<file path="config.mk">
export PLATFORM = sky130hd
export DESIGN_NAME = multi_cycle_ctrl
export DESIGN_NICKNAME = d
export VERILOG_FILES = /design/src/rtl/multi_cycle_ctrl.sv
export SDC_FILE = /design/constraint.sdc
export NUM_CORES = 1
export LEC_CHECK = 0
export CORE_MARGIN = 2
export CORE_UTILIZATION = 25
export CTS_BUF_LIST = sky130_fd_sc_hd__clkbuf_16
export CTS_CLUSTER_SIZE = 16
export DETAILED_ROUTE_END_ITERATION = 12
export PLACE_DENSITY_LB_ADDON = 0.1
export REMOVE_ABC_BUFFERS = 1
export SYNTH_ARGS = -nofsm -noshare
export SYNTH_HDL_FRONTEND = slang
export SYNTH_SLANG_ARGS = --single-unit
</file>
<file path="constraint.sdc">
create_clock -name clk -period 4.1 [get_ports clk]
set_input_delay 1.025 -clock clk [delete_from_list [all_inputs] [get_ports clk]]
set_output_delay 1.025 -clock clk [all_outputs]
set_load 0.02 [all_outputs]
</file>
<file path="src/rtl/multi_cycle_ctrl.sv">
// Multi-cycle MIPS-style control unit: IF/ID/EX/MEM/WB FSM with combinational
// strobe/select decode and a retired-instruction counter.
module multi_cycle_ctrl (
  input  logic        clk,
  input  logic        rst_n,
  input  logic [5:0]  op_code,
  input  logic [5:0]  funct,
  input  logic        ZF,
  input  logic        mem_ready,
  output logic        PC_Write,
  output logic        IR_Write,
  output logic        Write_Reg,
  output logic        Mem_Write,
  output logic        Mem_Read,
  output logic [2:0]  ALU_OP,
  output logic [1:0]  w_r_s,
  output logic [1:0]  wr_data_s,
  output logic [1:0]  PC_s,
  output logic        imm_s,
  output logic        rt_imm_s,
  output logic [2:0]  state,
  output logic        illegal,
  output logic [31:0] instr_cnt
);

  typedef enum logic [2:0] {
    S_IF  = 3'd0,
    S_ID  = 3'd1,
    S_EX  = 3'd2,
    S_MEM = 3'd3,
    S_WB  = 3'd4
  } state_e;

  typedef enum logic [3:0] {
    K_RALU, K_IALU, K_LW, K_SW, K_BEQ, K_BNE, K_J, K_JAL, K_JR, K_ILL
  } kind_e;

  state_e      state_q, state_d;
  logic [31:0] instr_cnt_q, instr_cnt_d;
  logic        retire;

  kind_e       kind;
  logic [2:0]  dec_alu;
  logic        dec_imm;
  logic        dec_rt_imm;

  // Instruction decode; op_code/funct come straight from the IR.
  always_comb begin
    // NOTE: every always_comb output gets a default first so no path can infer a latch.
    kind       = K_ILL;
    dec_alu    = 3'b100;
    dec_imm    = 1'b0;
    dec_rt_imm = 1'b0;
    case (op_code)
      6'b000000: begin
        kind = K_RALU;
        case (funct)
          6'b100000: dec_alu = 3'b100;
          6'b100010: dec_alu = 3'b101;
          6'b100100: dec_alu = 3'b000;
          6'b100101: dec_alu = 3'b001;
          6'b100110: dec_alu = 3'b010;
          6'b100111: dec_alu = 3'b011;
          6'b101011: dec_alu = 3'b110;
          6'b000100: dec_alu = 3'b111;
          6'b001000: kind    = K_JR;
          default:   kind    = K_ILL;
        endcase
      end
      6'b001000: begin kind = K_IALU; dec_imm = 1'b1; dec_rt_imm = 1'b1; end
      6'b001100: begin kind = K_IALU; dec_alu = 3'b000; dec_rt_imm = 1'b1; end
      6'b001110: begin kind = K_IALU; dec_alu = 3'b010; dec_rt_imm = 1'b1; end
      6'b001011: begin kind = K_IALU; dec_alu = 3'b110; dec_rt_imm = 1'b1; end
      6'b100011: begin kind = K_LW;   dec_imm = 1'b1; dec_rt_imm = 1'b1; end
      6'b101011: begin kind = K_SW;   dec_imm = 1'b1; dec_rt_imm = 1'b1; end
      6'b000100: begin kind = K_BEQ;  dec_alu = 3'b101; end
      6'b000101: begin kind = K_BNE;  dec_alu = 3'b101; end
      6'b000010: kind = K_J;
      6'b000011: kind = K_JAL;
      default:   kind = K_ILL;
    endcase
  end

  always_comb begin
    state_d   = state_q;
    retire    = 1'b0;
    PC_Write  = 1'b0;
    IR_Write  = 1'b0;
    Write_Reg = 1'b0;
    Mem_Write = 1'b0;
    Mem_Read  = 1'b0;
    illegal   = 1'b0;
    ALU_OP    = 3'b100;
    w_r_s     = 2'b00;
    wr_data_s = 2'b00;
    PC_s      = 2'b00;
    imm_s     = 1'b0;
    rt_imm_s  = 1'b0;

    // Datapath selects stay constant from EX through WB.
    if (state_q == S_EX || state_q == S_MEM || state_q == S_WB) begin
      ALU_OP    = dec_alu;
      imm_s     = dec_imm;
      rt_imm_s  = dec_rt_imm;
      w_r_s     = (kind == K_IALU || kind == K_LW) ? 2'b01 : 2'b00;
      wr_data_s = (kind == K_LW) ? 2'b01 : 2'b00;
    end

    case (state_q)
      S_IF: begin
        Mem_Read = 1'b1;
        if (mem_ready) begin
          IR_Write = 1'b1;
          PC_Write = 1'b1;
          state_d  = S_ID;
        end
      end
      S_ID: begin
        case (kind)
          K_J, K_JAL: begin
            PC_Write = 1'b1;
            PC_s     = 2'b11;
            if (kind == K_JAL) begin
              Write_Reg = 1'b1;
              w_r_s     = 2'b10;
              wr_data_s = 2'b10;
            end
            retire  = 1'b1;
            state_d = S_IF;
          end
          K_JR: begin
            PC_Write = 1'b1;
            PC_s     = 2'b01;
            retire   = 1'b1;
            state_d  = S_IF;
          end
          K_ILL: begin
            illegal = 1'b1;
            state_d = S_IF;
          end
          default: state_d = S_EX;
        endcase
      end
      S_EX: begin
        case (kind)
          K_LW, K_SW: state_d = S_MEM;
          K_BEQ, K_BNE: begin
            if ((kind == K_BEQ) == ZF) begin
              PC_Write = 1'b1;
              PC_s     = 2'b10;
            end
            retire  = 1'b1;
            state_d = S_IF;
          end
          default: state_d = S_WB;
        endcase
      end
      S_MEM: begin
        if (kind == K_LW) begin
          Mem_Read = 1'b1;
          if (mem_ready) state_d = S_WB;
        end else begin
          Mem_Write = 1'b1;
          if (mem_ready) begin
            retire  = 1'b1;
            state_d = S_IF;
          end
        end
      end
      S_WB: begin
        Write_Reg = 1'b1;
        retire    = 1'b1;
        state_d   = S_IF;
      end
      default: state_d = S_IF;
    endcase

    // Reset must silence strobes even when it interrupts MEM or WB.
    if (!rst_n) begin
      PC_Write  = 1'b0;
      IR_Write  = 1'b0;
      Write_Reg = 1'b0;
      Mem_Write = 1'b0;
      Mem_Read  = 1'b0;
      illegal   = 1'b0;
    end

    instr_cnt_d = instr_cnt_q + {31'd0, retire};
  end

  // NOTE: reset is synchronous here (sampled in the clocked block), and state uses <= only.
  always_ff @(posedge clk) begin
    if (!rst_n) begin
      state_q     <= S_IF;
      instr_cnt_q <= 32'd0;
    end else begin
      state_q     <= state_d;
      instr_cnt_q <= instr_cnt_d;
    end
  end

  assign state     = state_q;
  assign instr_cnt = instr_cnt_q;

endmodule

</file>
; After elaboration in Yosys (flattened, before gate mapping)
; Cells that the tools add are included.
[classes]
add_sub_neg = 1
n_eq_ne = 35
n_mux = 54
n_reduce_logical = 16
[op_table]
columns = cell, n
row1 = "6-bit equality test, second input constant", 9
row2 = 32-bit by 1-bit adder with 32-bit output, 1
row3 = 4-bit one-hot mux with 8 select lines, 1
row4 = "6-bit by 4-bit equality test with 1-bit output, second input constant", 5
row5 = 1-bit 2-to-1 mux, 28
row6 = 3-bit one-hot mux with 7 select lines, 1
row7 = "6-bit by 3-bit equality test with 1-bit output, second input constant", 3
row8 = 2-bit 2-to-1 mux, 9
row9 = "4-bit by 3-bit equality test with 1-bit output, second input constant", 4
row10 = 3-bit 2-to-1 mux, 5
row11 = 3-bit one-hot mux with 5 select lines, 1
row12 = "6-bit by 2-bit equality test with 1-bit output, second input constant", 2
row13 = 3-bit one-hot mux with 4 select lines, 1
row14 = "4-bit by 2-bit equality test with 1-bit output, second input constant", 2
row15 = "4-bit equality test, second input constant", 2
row16 = 2-bit one-hot mux with 2 select lines, 2
row17 = 4-bit one-hot mux with 2 select lines, 1
row18 = 2-bit OR reduction, 4
row19 = 4-bit OR reduction, 2
row20 = 8-bit OR reduction, 1
row21 = "3-bit by 2-bit equality test with 1-bit output, second input constant", 2
row22 = 6-bit zero test, 1
row23 = 3-bit one-hot mux with 2 select lines, 1
row24 = 3-bit OR reduction, 2
row25 = other kinds (12), 16
[word_totals]
regBits = 35
inputBits = 16
out_inout_bits = 52

; Depth between registers and ports, before layout
; Gate-level depths: netlist of the first run.
[depth]
word_depth = 11
mapped_depth = 13

; Worst setup path after synthesis of the first run
; No wires, ideal clock.
[synth_path]
path_type = input port to output port
startpoint = input port op_code[1]
endpoint = output port illegal
arrival_ps = 2827
path_slack_ps = 248
cell_stages = 5
n_path_buf = 1
path_cell_list = buf_6 > nor4_4 > nand2_2 > o41a_1 > nor4b_1
[synth_via]
elab_chain_len = 7
word_cells_on_any_way = 17
cone_classes = eq/ne: 11 / mux: 4 / reduce/logical: 2
[synth_rtl]
columns = item, line_no
row1 = "start, declared", 6  ; input logic [5:0] op_code,
row2 = 6-bit by 4-bit equality test with 1-bit output, 54  ; case (op_code)
row3 = 4-bit OR reduction (no line), -
row4 = 4-bit one-hot mux with 8 select lines (*), 54
row5 = 4-bit equality test (*), 119  ; case (kind)
row6 = 1-bit 2-to-1 mux (*), 119
row7 = 1-bit 2-to-1 mux (*), 109  ; case (state_q)
row8 = 1-bit 2-to-1 mux (*), 179  ; if (!rst_n) begin
row9 = "end, declared", 22  ; output logic illegal,
; Every way passes the cells marked *; elsewhere a longest branch is shown, timed or not.

; Final worst setup path of the first run
[layout_path]
startpoint = input port funct[2]
endpoint = output port PC_Write
[layout_via]
elab_chain_len = 10
word_cells_on_any_way = 25
cone_classes = eq/ne: 15 / mux: 7 / reduce/logical: 3
[layout_rtl]
columns = item, line_no
row1 = "start, declared", 7  ; input logic [5:0] funct,
row2 = 6-bit by 3-bit equality test with 1-bit output or 6-bit equality test (tied branches), 57  ; case (funct)
row3 = 8-bit OR reduction (no line), -
row4 = 4-bit one-hot mux with 2 select lines (*), 57
row5 = 4-bit one-hot mux with 8 select lines (*), 54
row6 = 4-bit by 3-bit equality test with 1-bit output, "145, 148"
row7 = 1-bit equality test, 148  ; if ((kind == K_BEQ) == ZF) begin
row8 = 1-bit 2-to-1 mux, 148
row9 = 1-bit 2-to-1 mux, 145  ; case (kind)
row10 = 1-bit one-hot mux with 3 select lines (*), 109
row11 = 1-bit 2-to-1 mux (*), 179
row12 = "end, declared", 10  ; output logic PC_Write,
; Marked as above.

==> run_results.csv, run 1 <==
group,metric,value,unit
placement,post-place-ws,-0.505,ns
critical_path,crit_required,3.07,ns
clocking,insertion_delay,0.28,ns
synth,syn_avg_cell_area,7.84,sq um
critical_path,r2r_start,"state[1]",
clocking,clkSinkCount,35,
grt,grt_use_total,0.133,
grt,antenna_found_initial,0,
detailed_routing,routed_wl,6270,microns
layout,antenna_cells,0,
timing,fin_skew,0.00758,ns
pwr,vdd_drop_max,0.000178,V
outcome,status,"complete, no violations",
timing,setup_viol,0,
critical_path,critical_path_arrival,2.96,ns
layout,area_growth_syn_to_layout,61.6,%
grt,grt_pass1_wl,10500,microns
timing,max-slew-margin-rel,0.677,
synth,synth_cell_types,52,
timing,tns,0,ns
detailed_routing,drc_errors,0,
pwr,p_leak,1.43,nW
clocking,cts-htree-levels,2,
clocking,numCtsBuffers,5,
layout,nNetsFinal,403,
die,dieArea,9350,sq um
timing,max_freq,251,MHz
clocking,path_clk_slew,0.05,ns
clocking,cts_root_buf,"clkbuf_16",
grt,grt_start_max_net_pins,27,
die,io_pins,68,
timing,slew_viol_final,0,
pwr,power.total,811,uW
synth,ys_warn_count,0,
hold_path,min-delay-start,"instr_cnt[31]",
layout,seqCellArea,701,sq um
die,die_y,96.7,microns
die,rows,33,
layout,multi_input_area,1450,sq um
synth,yosys_most_used_dff,"dfxtp_1",
layout,stdcell_count,491,
grt,overflow,0,
detailed_routing,via_count,2307,
die,coreArea,8260,sq um
clocking,tritoncts,"built",
detailed_routing,via_per_inst,4.70,
critical_path,worstPathMaxFanout,5,
timing,period_share,0.971,
placement,dp.cells,482,
critical_path,cp-end-kind,"output port",
die,die-width,96.7,microns
synth,ys_ff_latch,35,
placement,dp_hpwl,4780,microns
detailed_routing,drt-wirelength-per-cell,12.8,microns
placement,portBuffers,67,
synth,async_flop_share,0,
timing,hold_viol,0,
grt,grt_pass1_vias,2265,
synth,netlist_area,2150,sq um
pwr,powerDensity,234,nW/um^2
die,start_util,0.260,
critical_path,crit_type,"in2out",
placement,routabilityCongestion,0.832,
synth,synth_edf_count,0,
critical_path,crit_start,"funct[2]",
critical_path,start_kind,"input port",
hold_path,hold_path.class,"reg2reg",
timing,layout_setup_ws,0.118,ns
layout,n_fill_cell,858,
synth,yosysSeqAreaShare,0.326,
detailed_routing,drt_iter0_markers,76,
detailed_routing,postRouteAntennaNets,0,
timing,worst_slew_pin_slew,0.480,ns
timing,grt_setup_unrepaired,"no",
synth,syn_inst,274,
clocking,cts.path.max_buffers,2,
timing,period_needed,3.98,ns
layout,drive_gt1_frac,0.210,
layout,finalCoreUtilization,0.420,
detailed_routing,drtPass1Iterations,4,
job,maxCapViolations,0,
==> what timing repair did <==
action                     in CTS  in global routing
pin swaps                       2                  5
buffers inserted                1                  0
hold buffers                    0                  0
resized for setup              40                 23
setup endpoints to repair      29                 37
gates cloned                    0                  0
==> sequential cells by signal, summed over array words and instances (netlist names) <==
| signal | cells |
|---|---|
| state | 3 |
| instr_cnt | 32 |
==> path summary, 6_finish.rpt <==
path | endpoint | slack (ns) | cells after the start
setup / recovery | PC_Write | 0.12 | 7
hold / removal | instr_cnt[31] | 0.47 | 2
setup reg to reg | instr_cnt[18] | 1.61 | 11
hold reg to reg | instr_cnt[31] | 0.47 | 2
==> synth_stat cells (all sizes together), types with 2 or more instances <==
| master | count | area [sq um] |
|---|---|---|
| xor2 | 19 | 166 |
| buf | 4 | 27.5 |
| dfxtp | 35 | 701 |
| nand2 | 24 | 92.6 |
| or2 | 2 | 12.5 |
| nor2b | 3 | 18.8 |
| nand2b | 5 | 31.3 |
| o21bai | 4 | 30.0 |
| nand3 | 17 | 85.1 |
| a211oi | 6 | 50.1 |
| mux2i | 3 | 30.0 |
| o21ai | 12 | 60.1 |
| inv | 8 | 30.0 |
| a21oi | 6 | 30.0 |
| and2 | 6 | 37.5 |
| or3 | 4 | 25.0 |
| nor2 | 41 | 154 |
| nor3 | 7 | 40.0 |
| a22oi | 3 | 22.5 |
| nor4b | 2 | 17.5 |
| ha | 2 | 25.0 |
| nand4 | 10 | 62.6 |
| and4 | 3 | 26.3 |
| clkbuf | 7 | 26.3 |
| nor4 | 7 | 73.8 |
| xnor2 | 9 | 78.8 |
| and3 | 9 | 56.3 |
==> where the power goes <==
| group | switching [mW] | leakage, nW | internal, mW | total [mW] |
|---|---|---|---|---|
| logic | 0.0540 | 1.07 | 0.0512 | 0.105 |
| registers | 0.00289 | 0.282 | 0.341 | 0.344 |
| clock network | 0.140 | 0.0710 | 0.221 | 0.362 |
==> placed cells by master (no fill, tap or decap), types with 3 or more instances in the layout <==
| cell type | count |
|---|---|
| buf_4 | 50 |
| clkdlybuf4s50_1 | 42 |
| nor2_1 | 40 |
| dfxtp_1 | 35 |
| nand2_1 | 23 |
| xor2_1 | 19 |
| nand3_1 | 17 |
| nand4_1 | 10 |
| o21ai_0 | 10 |
| dlygate4sd2_1 | 10 |
| xnor2_1 | 9 |
| inv_1 | 8 |
| and3_1 | 8 |
| dlymetal6s2s_1 | 7 |
| a21oi_1 | 6 |
| and2_1 | 6 |
| nand2b_1 | 5 |
| nor3_1 | 5 |
| clkbuf_16 | 5 |
| o21bai_1 | 4 |
| a211oi_1 | 4 |
| nor4_1 | 3 |
| nor2b_1 | 3 |
| a22oi_1 | 3 |
| or3_1 | 3 |
| mux2i_1 | 3 |
| and4_1 | 3 |
==> stage by stage <==
stage / instance area (sq um) / hold slack [ns]
floorplan: 2090 / 0.538
global placement: 3250 / 0.465
detailed placement: 3250 / 0.468
CTS: 3410 / 0.475
global route: 3470 / 0.492
finish: 3470 / 0.472
==> cell families (layout without fill, tap and decap cells) <==
logic type	Yosys count	in the layout	share of synthesized area
simple gates	144	144	0.358
compound gates	43	43	0.137
flops	35	35	0.326
xor+xnor	28	28	0.114
buf+inv	19	131	0.0390
mux	3	3	0.0140
fa+ha+maj	2	2	0.0116
==> final cells by class <==
class | count | share of cell area
multi-input combinational | 220 | 0.418
tap | 105 | 0.0379
clock buffer | 5 | 0.0360
timing repair buffer | 115 | 0.293
inverter | 8 | 0.00865
sequential | 35 | 0.202
clock inverter | 3 | 0.00469
==> layer usage <==
metal / vias to the layer above / routed length, microns / global-route usage
met4: 0 / 76 / 0.0390
met1: 1062 / 3040 / 0.175
met3: 6 / 203 / 0.0238
li1: 1194 / - / -
met5: - / 0 / 0
met2: 45 / 2940 / 0.222
==> critical path: stages <==
cell             delay, ns
clkdlybuf4s50_1       0.44
or4bb_4               0.56
o2bb2ai_4             0.19
o41a_1                0.29
and3_4                0.23
a211oi_2              0.04
buf_4                 0.18
(Power assumes the default switching activity.)
==> inputs of run 2 (changes only) <==
- CAP_MARGIN: default -> 10
==> results of run 2 <==
Final layout, timing and power as in run 1 (identical DEF).
==> inputs of run 3 (changes only) <==
- TNS_END_PERCENT: default -> 1
==> run 3 against run 2 <==
  * Total power is 0.29% higher
  * Die area stayed put
  * Non-clock buffer count is 1 higher
  * Core utilization hardly changed
  * Sequential share of layout area hardly changed
  * First-iteration DRC count is 13% lower
  * Flip-flop and latch count stayed put
  * Critical path type unchanged
  * Critical endpoint unchanged
  * Largest power group unchanged
  * Highest routed layer unchanged
==> run_results.csv, run 3 (same netlist as run 1, synthesis figures left out) <==
group,metric,value,unit
outcome,status,"complete, no violations",
placement,dp_hpwl,4780,microns
layout,nNetsFinal,404,
pwr,p_seq_frac,0.423,
grt,grtUsageMet2,0.222,
clocking,cts.path.max_buffers,2,
grt,grt_pass1_wl,10500,microns
grt,met3_usage,0.0238,
clocking,numCtsBuffers,5,
layout,largest_reg_flops,32,
pwr,power.share.clock,0.445,
grt,grt_use_total,0.132,
critical_path,worstPathMaxFanout,5,
die,start_util,0.260,
pwr,powerDensity,234,nW/um^2
placement,portBuffers,67,
clocking,clkSinkCount,35,
placement,routabilityCongestion,0.832,
grt,grt_pass1_vias,2265,
layout,drive_gt1_frac,0.212,
detailed_routing,postRouteAntennaNets,0,
critical_path,crit_path_cell_trace,"clkdlybuf4s50_1 -> or4bb_1 -> o2bb2ai_4 -> o41a_1 -> and3_4 -> a211oi_2 -> buf_4",
pwr,comb_power_share,0.132,
detailed_routing,drt-wirelength-per-cell,12.8,microns
placement,placed_area,3250,sq um
timing,max_freq,245,MHz
layout,final_common_cell,"buf_4",
die,die-width,96.7,microns
critical_path,path_buf_inv,2,
die,rows,33,
clocking,cts_root_buf,"clkbuf_16",
die,dieArea,9350,sq um
timing,grt_setup_unrepaired,"yes",
timing,period_needed,4.08,ns
critical_path,start_kind,"input port",
grt,grt_start_max_net_pins,27,
critical_path,critical_path_arrival,3.05,ns
timing,setup_viol,0,
layout,design_area,3470,sq um
clocking,tritoncts,"built",
pwr,p_leak,1.38,nW
pwr,intPower,616,uW
timing,hold_viol,0,
job,maxCapViolations,0,
clocking,path_clk_slew,0.05,ns
grt,grt_busiest_layer,"met2",
detailed_routing,drtPass1Iterations,4,
critical_path,critPathTopFamily,"simple AND/OR/NAND/NOR gates",
layout,mostFrequentLayoutCells,"51 x buf_4, 48 x clkdlybuf4s50_1, 40 x nor2_1, 35 x dfxtp_1, 23 x nand2_1",
layout,area_growth_syn_to_layout,61.7,%
critical_path,crit_required,3.07,ns
grt,use_met1,0.174,
critical_path,cpPeakStageDelay,0.55,ns
die,io_pins,68,
detailed_routing,drc_errors,0,
grt,antenna_found_initial,0,
detailed_routing,via_count,2314,
critical_path,crit_type,"in2out",
timing,period_share,0.994,
detailed_routing,routed_wl,6310,microns
timing,slew_viol_final,0,
pwr,netSwitchingFraction,0.243,
die,die_y,96.7,microns
detailed_routing,drt_iter0_markers,66,
critical_path,cp-end-kind,"output port",
clocking,cts-htree-levels,2,
timing,worst_slew_pin_slew,0.475,ns
timing,fin_skew,0.00756,ns
clocking,insertion_delay,0.28,ns
timing,layout_setup_ws,0.0227,ns
critical_path,slowest_stage,"or4bb_1",
detailed_routing,via_per_inst,4.70,
placement,post-place-ws,-0.505,ns
hold_path,hold_path.class,"reg2reg",
layout,n_fill_cell,861,
die,coreArea,8260,sq um
grt,overflow,0,
pwr,p_switching,198,uW
pwr,vdd_drop_max,0.000178,V
layout,antenna_cells,0,
timing,max-slew-margin-rel,0.681,
==> run 3: timing repair <==
item	4_1_cts	5_1_grt
pin swaps	1	3
buffers inserted	0	2
gates resized for setup	38	21
setup endpoints to repair	29	29
hold buffers	0	0
==> run 3: per-stage QoR <==
step	util	power, mW	hold WS [ns]	instances	setup TNS (ns)
6_report	0.421	0.814	0.472	492	0
5_1_grt	0.421	0.850	0.492	492	-0.129
4_1_cts	0.413	0.822	0.475	490	-0.0758
3_5_place_dp	0.393	0.454	0.468	482	-10.16
3_3_place_gp	0.393	0.455	0.465	482	-11.01
2_1_floorplan	-	0.389	0.538	263	0
==> run 3: power by group through the flow <==
stage | Sequential (mW) | Combinational [mW] | Clock, mW
after floorplan | 0.352 | 0.0369 | 0
after global placement | 0.351 | 0.103 | 0
after detailed placement | 0.351 | 0.103 | 0
after CTS | 0.344 | 0.104 | 0.375
after global routing | 0.344 | 0.119 | 0.387
final | 0.344 | 0.108 | 0.362
==> run 3: area by class of cell <==
class                      count  area, sq um  share of cell area
inverter                       8         30.0             0.00865
multi-input combinational    220         1460               0.421
sequential                    35          701               0.202
clock buffer                   5          125              0.0360
clock inverter                 3         16.3             0.00468
tap                          105          131              0.0378
timing repair buffer         116         1010               0.290
==> run 3: worst reg2reg max path: cells and delay by family, from the launching register on <==
kind,cells,cell delay (ns)
buf+inv,2,0.31
flops,1,0.45
compound gates,3,0.38
fa+ha+maj,1,0.21
simple gates,5,1.07
==> run 3: path summary, 6_finish.rpt <==
| kind | from | to | slack (ns) | cells after the start |
|---|---|---|---|---|
| max | funct[3] | PC_Write | 0.02 | 7 |
| min | instr_cnt[31] | instr_cnt[31] | 0.47 | 2 |
| max reg2reg | state[1] | instr_cnt[29] | 1.62 | 11 |
| min reg2reg | instr_cnt[31] | instr_cnt[31] | 0.47 | 2 |
==> run 3: metal layers <==
layer  share of wire  wire, microns  up-vias
met4           0.012             76        0
met1            0.49           3070     1066
li1                -              -     1199
met5               0              0        -
met3           0.031            196        6
met2            0.47           2960       43
